[config.mk]
export PLATFORM = sky130hd
export DESIGN_NAME = ex_muldiv
export DESIGN_NICKNAME = d
export VERILOG_FILES = /design/src/rtl/ex_muldiv.sv
export SDC_FILE = /design/constraint.sdc
export NUM_CORES = 1
export LEC_CHECK = 0
export CORE_MARGIN = 1
export CORE_UTILIZATION = 53
export CTS_CLUSTER_SIZE = 28
export DETAILED_ROUTE_END_ITERATION = 6
export GPL_ROUTABILITY_DRIVEN = 0
export PLACE_DENSITY = 0.79
export SYNTH_ARGS = -nofsm -noshare
export SYNTH_HDL_FRONTEND = slang
export SYNTH_SLANG_ARGS = --single-unit
[constraint.sdc]
create_clock -name clk_i -period 3.4 [get_ports clk_i]
set_input_delay 0.85 -clock clk_i [delete_from_list [all_inputs] [get_ports clk_i]]
set_output_delay 0.85 -clock clk_i [all_outputs]
set_load 0.005 [all_outputs]
[src/rtl/ex_muldiv.sv]
// Iterative RV32M unsigned multiply/divide for the EX stage: MUL, MULHU, DIVU, REMU
// over 32 single-bit iterations, stalling the upstream pipeline while it runs.
module ex_muldiv (
  input  logic        clk_i,
  input  logic        rst_i,
  input  logic        valid_i,
  input  logic [2:0]  func3_i,
  input  logic [6:0]  func7_i,
  input  logic [4:0]  rd_i,
  input  logic [31:0] rs1_data_i,
  input  logic [31:0] rs2_data_i,
  output logic        stall_o,
  output logic        done_o,
  output logic [31:0] result_o,
  output logic [4:0]  rd_o
);

  typedef enum logic [1:0] {IDLE, BUSY, DONE} state_t;

  state_t      state_q, state_d;
  logic [5:0]  cnt_q;
  logic [63:0] acc_q;
  logic [31:0] opb_q;
  logic        is_div_q;
  logic        sel_hi_q;
  logic [4:0]  rd_q;
  logic        accept;
  logic [63:0] acc_step;

  // Shift-add: acc = {partial_hi, multiplier_remaining}; one multiplier bit retired per call.
  function automatic logic [63:0] mul_step(input logic [63:0] acc, input logic [31:0] mcand);
    logic [32:0] sum;
    sum = {1'b0, acc[63:32]} + (acc[0] ? {1'b0, mcand} : 33'd0);
    return {sum, acc[31:1]};
  endfunction

  // Restoring division: acc = {remainder, dividend/quotient}. A zero divisor naturally
  // yields quotient all-ones and remainder equal to the dividend.
  function automatic logic [63:0] div_step(input logic [63:0] acc, input logic [31:0] dsor);
    logic [32:0] sh;
    logic [31:0] trial;
    sh    = {acc[63:32], acc[31]};
    trial = sh[31:0] - dsor;
    if (sh >= {1'b0, dsor})
      return {trial, acc[30:0], 1'b1};
    else
      return {sh[31:0], acc[30:0], 1'b0};
  endfunction

  // func3[2] selects divide, func3[1] selects the upper half (MULHU / REMU).
  always_comb begin
    accept = valid_i && (func7_i == 7'b0000001) &&
             ((func3_i == 3'b000) || (func3_i == 3'b011) ||
              (func3_i == 3'b101) || (func3_i == 3'b111));
  end

  always_comb begin
    acc_step = is_div_q ? div_step(acc_q, opb_q) : mul_step(acc_q, opb_q);
  end

  always_comb begin
    state_d = state_q;
    stall_o = 1'b0;
    done_o  = 1'b0;
    case (state_q)
      IDLE: begin
        if (accept) begin
          stall_o = 1'b1;
          state_d = BUSY;
        end
      end
      BUSY: begin
        stall_o = 1'b1;
        if (cnt_q == 6'd31) state_d = DONE;
      end
      DONE: begin
        done_o  = 1'b1;
        state_d = IDLE;
      end
      default: state_d = IDLE;
    endcase
  end

  always_ff @(posedge clk_i) begin
    if (rst_i) begin
      state_q  <= IDLE;
      cnt_q    <= 6'd0;
      acc_q    <= 64'd0;
      opb_q    <= 32'd0;
      is_div_q <= 1'b0;
      sel_hi_q <= 1'b0;
      rd_q     <= 5'd0;
      result_o <= 32'd0;
      rd_o     <= 5'd0;
    end else begin
      state_q <= state_d;
      case (state_q)
        IDLE: begin
          if (accept) begin
            cnt_q    <= 6'd0;
            is_div_q <= func3_i[2];
            sel_hi_q <= func3_i[1];
            rd_q     <= rd_i;
            acc_q    <= {32'd0, func3_i[2] ? rs1_data_i : rs2_data_i};
            opb_q    <= func3_i[2] ? rs2_data_i : rs1_data_i;
          end
        end
        BUSY: begin
          acc_q <= acc_step;
          cnt_q <= cnt_q + 6'd1;
          if (cnt_q == 6'd31) begin
            result_o <= sel_hi_q ? acc_step[63:32] : acc_step[31:0];
            rd_o     <= rd_q;
          end
        end
        default: ;
      endcase
    end
  end

endmodule

==> summary.md <==
| Metric | Value |
|---|---|
| Status | finished, violations left |
| Failing checks | design-rule violations |
| Max Root-Sink Buffers | 2 |
| Clock Sink Count | roughly 150 |
| Crit path cell chain | clkbuf_16 -> and2_1 -> ha_1 -> nand2_1 -> a2111oi_2 -> o21ai_1 -> a21boi_1 -> buf_4 -> a211oi_1 -> xnor2_1 -> o211ai_1 -> a211oi_2 |
| Slowest CP cell | a2111oi_2 |
| Most used DFF post-synth | dfxtp_1 |
| Initial Util | between 50% and 60% |
| Area growth from synthesis to layout | 20.9% |
| Synth unique cells | 83 |
| DRT antenna net count | 0 |
| First-pass GRT wire length | around 57000 µm |
| Reg2reg path depth | 12 |
| Die W | approximately 150 µm |
| Number of synthesized register bits | 148 |
| Vias/cell | around 6.3 |
| Synth cell count leaders | nor2_1, nand2_1, dfxtp_1 |
| Fin nets | between 1500 and 2000 |
| Layout Skew | about 0.012 ns |
| Largest net degree at the start of global routing | 100 |
| Worst path required time | between 3 and 4 ns |
| Final WL | roughly 37000 µm |
| Hold buffers post-CTS | 0 |
| WHS Path Cells | 2 |
| Via count | 11700 |
| Clk pin slew, worst setup/hold paths | roughly 0.060 ns |
| DRC errors left | 5 |
| Non-filler cells, final | 1850 |
| Vias in the first global route | approximately 11000 |
| Top cells by area, synth | dfxtp_1, mux2i_1, ha_1 |
| DRT iter0 DRCs | 1301 |
| Total core area | ~20000 µm² |
| H-tree depth | 4 |
| Final period utilization | 99.4% |
| Clk Latency, worst-skew pair | between 0.4 and 0.5 ns |
| Layout cell share with drive strength beyond 1 | between 9 and 10% |
| Final hold vios | 0 |
| Cell Area, Synth | between 10000 and 15000 µm² |
| Max_slew headroom | a little under a third |
| Total gr overflow | 0 |
| Worst slew pin tran | 1.04 ns |
| Crit start category | register |
| Maximum clock rate | between 200 and 300 MHz |
| EDFF count, synth | 0 |
| Port Buf Inserts | 120 |
| Crit end category | register |
| Setup-failing EPs final | 0 |
| WL per Instance | between 15 and 20 µm |
| Max_cap viols | 0 |
| Crit Path Max Fanout | 8 |
| Post-synthesis sequential area ratio | about a quarter |
| Worst min path class | reg -> reg |
| Yosys top cell area share | 26.3% |
| Power Dens Cells | between 200 and 300 nW/µm² |
| Die area | ~22000 µm² |
| RSZ-0062 raised after global routing | true |
| Cells after Synth | between 1000 and 1500 |
| Antenna cells | 0 |
| Worst EP arrival | 3.69 ns |
| Stages on worst setup path | 12 |
| Hold WS | about 0.45 ns |
| Die H | 148 µm |
| Post-Syn Nets | 1611 |
| Leakage | 5.45 nW |
| Synth area leader | dfxtp_1 |
| CTS tree | done |
| Peak supply drop | between 0.0003 and 0.0004 V |
| WP buf/inv | 2 |
| Cells after DPL | 1813 |
| CTS Buf Count | 17 |
| Syn avg cell area | slightly below 8 µm² |
| TritonRoute pass-1 iters | 7 |
| Setup CP Type | reg -> reg |
| TNS Setup | 0 ns |
| Tmin final | approximately 3.4 ns |
| Initial antenna violation count | 0 |
| Root Buffer | clkbuf_16 |
| Detailed Place HPWL | about 27000 µm |
| Pwr Total | 3.89 mW |
| Top-count cell post-synth | nor2_1 |
| Synth async-reset ratio | 0% |
| CP peak stage delay | 0.59 ns |
| Cell family with most CP delay | compound AO/OA/AOI/OAI gates |
| All-Layer GR Usage | roughly a third |
| Row Count | 52 |
| Slew Viols, Final | 0 |
| Synth warn | 0 |
| Ports | about 120 |
## kinds of logic after synthesis
| logic type | Yosys count | share of synthesized area (%) |
|---|---|---|
| simple gates | 478 | 19.6 |
| compound gates | 439 | 25.7 |
| buf+inv | 153 | 5.40 |
| flops | 148 | 26.3 |
| mux | 127 | 11.5 |
| fa+ha+maj | 67 | 7.58 |
| xor+xnor | 50 | 3.89 |
## what timing repair did
action	CTS	global route
resized for setup	2	19
setup endpoints to repair	1	20
gates cloned	0	2
pin swaps	1	7
buffers inserted	0	3
## placed cells by master, fill, tap and decap left out, types with 13 or more instances in the layout
master and count:
nor2_1 163, nand2_1 153, dfxtp_1 146, a21oi_1 126, clkdlybuf4s50_1 117, mux2i_1 110, ha_1 65, buf_4 61
o21ai_0 57, inv_1 56, a211oi_1 47, o21ai_1 36, and2_1 35, xnor2_1 28, a21o_1 27, nor3_1 23
xor2_1 22, o211ai_1 22, clkbuf_16 19, a31oi_1 16, nand3_1 15, mux2_2 15, nand4_1 13
## where the power goes
| part | switching [mW] | internal, mW |
|---|---|---|
| Clock | 0.813 | 1.04 |
| Sequential | 0.00218 | 1.73 |
| Combinational | 0.151 | 0.157 |
## worst paths after layout
kind         slack, ns     start           end
max               0.02  acc_q[0]  result_o[25]
min reg2reg       0.45   rd_q[2]       rd_q[2]
max reg2reg       0.02  acc_q[0]  result_o[25]
min               0.45   rd_q[2]       rd_q[2]
## state kept, by name, indices dropped and copies added, names as in the netlist, 2 cells and up
signal,count
result_o,32
cnt_q,6
acc_q,64
rd_o,5
opb_q,32
state_q,2
rd_q,5
## worst min-delay path: cells and delay by family (launching register included)
kind	cells	cell delay [ns]
AO/OA/AOI/OAI	1	0.05
flip-flops	1	0.31
AND/OR/NAND/NOR	1	0.05
## per-layer routing
layer	up-vias	track usage, %	routed length, µm
met2	635	50.9	15700
met5	-	0	0
met3	94	7.38	3700
met1	5428	46.3	16000
met4	0	9.54	1070
li1	5500	-	-
## cell type report
cell class              count  area (µm²)
clock buffers              19         443
fillers                  1673        6950
inverters                  56         210
flip-flops and latches    148        2970
clock inverters            13         125
well taps                 270         338
multi-input cells        1161        7800
repair buffers            183        1730
## metrics by stage
| stage | util (%) | area, µm² | setup WS [ns] |
|---|---|---|---|
| 2_1_floorplan | - | 11300 | 0.254 |
| 3_5_place_dp | 62.6 | 12900 | -0.111 |
| 3_3_place_gp | 62.6 | 12900 | -0.105 |
| 5_1_grt | 66.2 | 13600 | -0.0536 |
| 6_report | 66.2 | 13600 | 0.0194 |
| 4_1_cts | 65.4 | 13400 | 0.0805 |
No activity file was read; power rests on OpenSTA's default activity.
